`config.mk`:
```
export PLATFORM = sky130hd
export DESIGN_NAME = mult_share_ctrl
export DESIGN_NICKNAME = d
export VERILOG_FILES = /design/src/rtl/mult_share_ctrl.sv
export SDC_FILE = /design/constraint.sdc
export NUM_CORES = 1
export LEC_CHECK = 0
export ABC_AREA = 1
export CORE_MARGIN = 1
export CORE_UTILIZATION = 41
export DETAILED_ROUTE_END_ITERATION = 10
export PLACE_DENSITY = 0.78
export SETUP_SLACK_MARGIN = 0.15
export SLEW_MARGIN = 20
export SYNTH_ARGS = -nofsm -noshare
export SYNTH_HDL_FRONTEND = slang
export SYNTH_SLANG_ARGS = --single-unit
```
`constraint.sdc`:
```
create_clock -name clk -period 4 [get_ports clk]
set_input_delay 0.4 -clock clk [delete_from_list [all_inputs] [get_ports clk]]
set_output_delay 0.4 -clock clk [all_outputs]
set_load 0.01 [all_outputs]
```
`src/rtl/mult_share_ctrl.sv`:
```
// mult_share_ctrl
// Round-robin sequencer that shares one signed sequential multiplier engine
// among N requesters. The winner's operands are latched at grant time, the
// engine is driven with its level-start/ready protocol, and the 2W-bit
// product is returned with a one-cycle done pulse. A watchdog aborts any run
// whose engine ready never shows up.
//
// Handshake: a requester raises req[i] with stable operands and holds it until
// done[i] pulses; gnt[i] marks ownership from LOAD through DONE/ABORT. On the
// engine side mul_start is a level: low loads operands, high runs, and
// mul_ready is only trusted while mul_start is high and the FSM is in RUN.
module mult_share_ctrl #(
    parameter int N       = 4,
    parameter int W       = 8,
    parameter int TIMEOUT = 32
) (
    input  logic             clk,
    input  logic             reset,
    input  logic [N-1:0]     req,
    input  logic [N*W-1:0]   a_in,
    input  logic [N*W-1:0]   b_in,
    output logic [N-1:0]     gnt,
    output logic [N-1:0]     done,
    output logic [2*W-1:0]   result,
    output logic             err,
    output logic             busy,
    output logic             mul_start,
    output logic [W-1:0]     mul_a,
    output logic [W-1:0]     mul_b,
    input  logic             mul_ready,
    input  logic [2*W-1:0]   mul_product,
    output logic [2:0]       dbg_state
);

    localparam int IW  = (N > 1) ? $clog2(N) : 1;
    localparam int WDW = $clog2(TIMEOUT + 1);

    typedef enum logic [2:0] {
        S_IDLE  = 3'd0,
        S_LOAD  = 3'd1,
        S_RUN   = 3'd2,
        S_DONE  = 3'd3,
        S_ABORT = 3'd4
    } state_t;

    // Registered state and outputs
    state_t           r_state;
    logic [N-1:0]     r_gnt;
    logic [N-1:0]     r_done;
    logic [2*W-1:0]   r_result;
    logic             r_err;
    logic             r_mul_start;
    logic [W-1:0]     r_mul_a;
    logic [W-1:0]     r_mul_b;
    logic [IW-1:0]    r_rr_ptr;
    logic [IW-1:0]    r_gidx;
    logic [WDW-1:0]   r_wd_cnt;

    // Next-state values
    state_t           w_state_nxt;
    logic [N-1:0]     w_gnt_nxt;
    logic [N-1:0]     w_done_nxt;
    logic [2*W-1:0]   w_result_nxt;
    logic             w_err_nxt;
    logic             w_mul_start_nxt;
    logic [W-1:0]     w_mul_a_nxt;
    logic [W-1:0]     w_mul_b_nxt;
    logic [IW-1:0]    w_rr_ptr_nxt;
    logic [IW-1:0]    w_gidx_nxt;
    logic [WDW-1:0]   w_wd_cnt_nxt;

    // Arbitration result
    logic             w_found;
    logic [IW-1:0]    w_pick;
    logic [W-1:0]     w_pick_a;
    logic [W-1:0]     w_pick_b;
    logic [IW-1:0]    w_next_ptr;

    // Index arithmetic modulo N without relying on N being a power of two.
    function automatic logic [IW-1:0] wrap_add(input logic [IW-1:0] base, input int k);
        int s;
        s = int'(base) + k;
        if (s >= N) s = s - N;
        return IW'(s);
    endfunction

    // Round-robin pick: first asserted request scanning upward from rr_ptr with wrap
    always_comb begin
        w_found = 1'b0;
        w_pick  = '0;
        for (int k = 0; k < N; k++) begin
            if (!w_found && req[wrap_add(r_rr_ptr, k)]) begin
                w_found = 1'b1;
                w_pick  = wrap_add(r_rr_ptr, k);
            end
        end
    end

    assign w_pick_a   = a_in[int'(w_pick)*W +: W];
    assign w_pick_b   = b_in[int'(w_pick)*W +: W];
    assign w_next_ptr = wrap_add(r_gidx, 1);

    // Next-state and registered-output logic; every value holds unless a state changes it
    always_comb begin
        w_state_nxt     = r_state;
        w_gnt_nxt       = r_gnt;
        w_done_nxt      = '0;
        w_result_nxt    = r_result;
        w_err_nxt       = 1'b0;
        w_mul_start_nxt = r_mul_start;
        w_mul_a_nxt     = r_mul_a;
        w_mul_b_nxt     = r_mul_b;
        w_rr_ptr_nxt    = r_rr_ptr;
        w_gidx_nxt      = r_gidx;
        w_wd_cnt_nxt    = r_wd_cnt;

        case (r_state)
            S_IDLE: begin
                w_mul_start_nxt = 1'b0;
                w_wd_cnt_nxt    = '0;
                if (w_found) begin
                    w_gnt_nxt   = {{(N-1){1'b0}}, 1'b1} << w_pick;
                    w_gidx_nxt  = w_pick;
                    w_mul_a_nxt = w_pick_a;
                    w_mul_b_nxt = w_pick_b;
                    w_state_nxt = S_LOAD;
                end
            end

            // One cycle with start low lets the engine sample the latched operands.
            S_LOAD: begin
                w_mul_start_nxt = 1'b1;
                w_wd_cnt_nxt    = '0;
                w_state_nxt     = S_RUN;
            end

            S_RUN: begin
                w_wd_cnt_nxt = r_wd_cnt + 1'b1;
                if (mul_ready) begin
                    w_result_nxt    = mul_product;
                    w_mul_start_nxt = 1'b0;
                    w_done_nxt      = r_gnt;
                    w_rr_ptr_nxt    = w_next_ptr;
                    w_state_nxt     = S_DONE;
                end else if (r_wd_cnt == WDW'(TIMEOUT - 1)) begin
                    w_mul_start_nxt = 1'b0;
                    w_done_nxt      = r_gnt;
                    w_err_nxt       = 1'b1;
                    w_rr_ptr_nxt    = w_next_ptr;
                    w_state_nxt     = S_ABORT;
                end
            end

            // done/err are high during these states; the grant is released on exit.
            S_DONE, S_ABORT: begin
                w_mul_start_nxt = 1'b0;
                w_gnt_nxt       = '0;
                w_wd_cnt_nxt    = '0;
                w_state_nxt     = S_IDLE;
            end

            default: begin
                w_mul_start_nxt = 1'b0;
                w_gnt_nxt       = '0;
                w_wd_cnt_nxt    = '0;
                w_state_nxt     = S_IDLE;
            end
        endcase
    end

    // State and output registers; reset clears everything, including the rr pointer
    always_ff @(posedge clk or posedge reset) begin
        if (reset) begin
            r_state     <= S_IDLE;
            r_gnt       <= '0;
            r_done      <= '0;
            r_result    <= '0;
            r_err       <= 1'b0;
            r_mul_start <= 1'b0;
            r_mul_a     <= '0;
            r_mul_b     <= '0;
            r_rr_ptr    <= '0;
            r_gidx      <= '0;
            r_wd_cnt    <= '0;
        end else begin
            r_state     <= w_state_nxt;
            r_gnt       <= w_gnt_nxt;
            r_done      <= w_done_nxt;
            r_result    <= w_result_nxt;
            r_err       <= w_err_nxt;
            r_mul_start <= w_mul_start_nxt;
            r_mul_a     <= w_mul_a_nxt;
            r_mul_b     <= w_mul_b_nxt;
            r_rr_ptr    <= w_rr_ptr_nxt;
            r_gidx      <= w_gidx_nxt;
            r_wd_cnt    <= w_wd_cnt_nxt;
        end
    end

    assign gnt       = r_gnt;
    assign done      = r_done;
    assign result    = r_result;
    assign err       = r_err;
    assign busy      = (r_state != S_IDLE);
    assign mul_start = r_mul_start;
    assign mul_a     = r_mul_a;
    assign mul_b     = r_mul_b;
    assign dbg_state = r_state;

endmodule

```
==> out/qor.yml <==
drt_iter0_drc: 163
timing.rr.start: "r_rr_ptr[0]"
clockBufferDepth: 2
vias: 3069
hpwl_um: 5912
synth_cells: 413
htree_levels: 2
power.density_mw_per_mm2: 809.8
yosysWarnings: 0
fin_nets: 625
start_kind: "flop"
crit_start: "r_rr_ptr[0]"
finalWorstSetupSlack_ns: 1.387
avgRoutedWirePerCell_um: 12.48
synth_compound_area_frac: 0.03238
grt.total_usage: 0.2051
dpl-instance-area_sq_mm: 0.004423
drcViolationCount: 0
port_buffers: 132
cts.repair.resized: 0
dieArea_sq_mm: 0.007892
cts_buffers: 5
diodes: 0
area.sequential_sq_mm: 0.001376
synthAdderAreaFrac: 0.004047
pre_cts_slack_ns: 1.236
avgSynthCellArea_sq_um: 7.486
synth_seq_cells: 55
ctsHoldBuffers: 0
max_cap_viol_count: 0
finish.instance_area_sq_mm: 0.004521
cts_tree: "yes"
synthXorXnorAreaFrac: 0.002833
synth_top_family_by_area: "simple AND/OR/NAND/NOR gates"
final_common_cell: "nand2_1"
synth.distinct_cells: 29
multi_input_area_sq_mm: 0.001490
antenna_found_initial: 0
clkSlewWorstSetupHoldPaths_ns: 0.11
die_w_um: 88.84
core_area_sq_mm: 0.007253
ys_seq_area_frac: 0.4452
syn_nets: 501
required_ns: 4.20
first_pass_iters: 4
syn_to_final_growth_pct: 46.22
cts_setup_buffers: 0
max_freq_mhz: 382.8
finalPower_mw: 3.661
fin_crit_sh: 0.6531
criticalPathCategory: "flop to flop"
hold_start: "r_wd_cnt[0]"
yosys.area_share.simple: 0.3845
cp-end-kind: "flop"
place.gp.congestion: 0.7787
initial_utilization: 0.4263
maxSlewHeadroom: 0.4791
detail-route-antenna-nets: 0
totalWireLength_um: 7952
slew_viol_final: 0
crit_arrival_ns: 2.82
hp-class: "flop to flop"
clkLatencyLatePin_ns: 0.31
setup_viol: 0
p_leak_nw: 2.227
cp_max_fo: 21
root_buffer: "clkbuf_8"
routed_via_density: 4.818
hold_viol: 0
tightest_slew_ns: 0.7795
rsz0062_at_grt: "no"
final.fill_count: 649
layout-drive-gt1-share: 0.07435
gr-total-overflow: 0
core.rowCount: 31
grt_pass1_wl_um: 12570
grt_max_degree: 56
cts.sinks: 55
tns_ns: 0
ios: 133
first_global_vias: 2708
fin_crit_ns: 2.613
syn_area_sq_mm: 0.003092
die_y_um: 88.84
synth.area.mux_share: 0.05828
outcome: "finished clean"
layout_common_cells: "nand2_1 (204), clkdlybuf4s50_1 (132), dfrtp_1 (55), nand3_1 (44), inv_1 (24)"
skew_ns: 0.01149
peakVddDrop_mv: 0.3867
## metrics by stage
stage,hold slack (ns),util,instances
CTS,0.4743,0.6233,637
floorplan,0.4329,-,413
global placement,0.4458,0.6095,629
global route,0.4989,0.6233,637
detailed placement,0.4589,0.6098,629
finish,0.4681,0.6233,637
## area by class of cell
| type | count | share of cell area |
|---|---|---|
| Clock buffer | 5 | 0.01522 |
| Clock inverter | 3 | 0.006366 |
| Inverter | 27 | 0.02297 |
| Multi-Input combinational cell | 315 | 0.3296 |
| Sequential cell | 55 | 0.3045 |
| Tap cell | 99 | 0.02740 |
| Timing Repair Buffer | 133 | 0.2939 |
## kinds of logic (layout without fill, tap and decap cells)
logic type                 Yosys count  count (layout)
xor gates and xnor gates             1               1
and+or+nand+nor                    280             280
adders and majority gates            1               1
muxes                               16              16
DFF                                 55              55
AOI/OAI and AO/OA                   17              17
buffers and inverters               43             168
## power breakdown
part,total [mW],switching [mW],internal [mW]
Sequential,0.922,0.140,0.781
Combinational,2.42,1.44,0.982
Clock,0.318,0.188,0.130
## registers in the layout, indices dropped and copies added (netlist names)
| name | flops |
|---|---|
| dbg_state | 3 |
| done | 4 |
| err | 1 |
| gnt | 4 |
| mul_a | 8 |
| mul_b | 8 |
| mul_start | 1 |
| r_gidx | 2 |
| r_rr_ptr | 2 |
| r_wd_cnt | 6 |
| result | 16 |
## cells in the mapped netlist
library cell | count | area (sq um)
nand2_4 | 2 | 22.52
nor2_1 | 13 | 48.80
mux2_2 | 16 | 180.2
buf_6 | 6 | 67.56
o22ai_1 | 1 | 6.260
nand2_2 | 4 | 25.02
o21ai_0 | 8 | 40.04
o21ai_1 | 1 | 5.000
nand2_1 | 204 | 765.7
nor3_1 | 5 | 25.02
xor2_1 | 1 | 8.760
nand4_1 | 2 | 12.51
a21oi_1 | 5 | 25.02
ha_1 | 1 | 12.51
inv_1 | 25 | 93.84
nand3_2 | 1 | 10.01
nand3_4 | 1 | 17.52
dfrtp_1 | 55 | 1376
inv_2 | 2 | 7.510
buf_2 | 6 | 30.03
o21a_1 | 1 | 7.510
buf_4 | 3 | 22.52
clkbuf_1 | 1 | 3.750
nand3_1 | 44 | 220.2
nand3b_1 | 1 | 7.510
nor2_4 | 1 | 11.26
o21ai_4 | 1 | 16.27
nor3_4 | 1 | 16.27
nor2_2 | 1 | 6.260
## worst max-delay path: stages, from the launching register on
cell	delay, ns
dfrtp_1	0.59
inv_2	0.14
nand2_1	0.10
nand2_2	0.07
o21ai_1	0.29
inv_1	0.12
nand3_1	0.12
nand2_2	0.22
inv_1	0.55
nand2_1	0.15
o21a_1	0.15
## path summary, 6_finish.rpt
path / endpoint / slack [ns] / cells past startpoint
max: r_gidx[1] / 1.39 / 10
min: r_wd_cnt[0] / 0.47 / 1
max reg2reg: r_gidx[1] / 1.39 / 10
min reg2reg: r_wd_cnt[0] / 0.47 / 1
max in group asynchronous: r_rr_ptr[1] / 3.02 / 2
min in group asynchronous: done[1] / 0.53 / 2
## metal layers
metal | track usage | wire length [um] | share of wire
met3 | 0.04384 | 441 | 0.055
met4 | 0.04252 | 74 | 0.0093
met5 | 0 | 0 | 0
met1 | 0.2629 | 3418 | 0.43
met2 | 0.3573 | 4017 | 0.51
No activity file was read; power rests on OpenSTA's default activity.
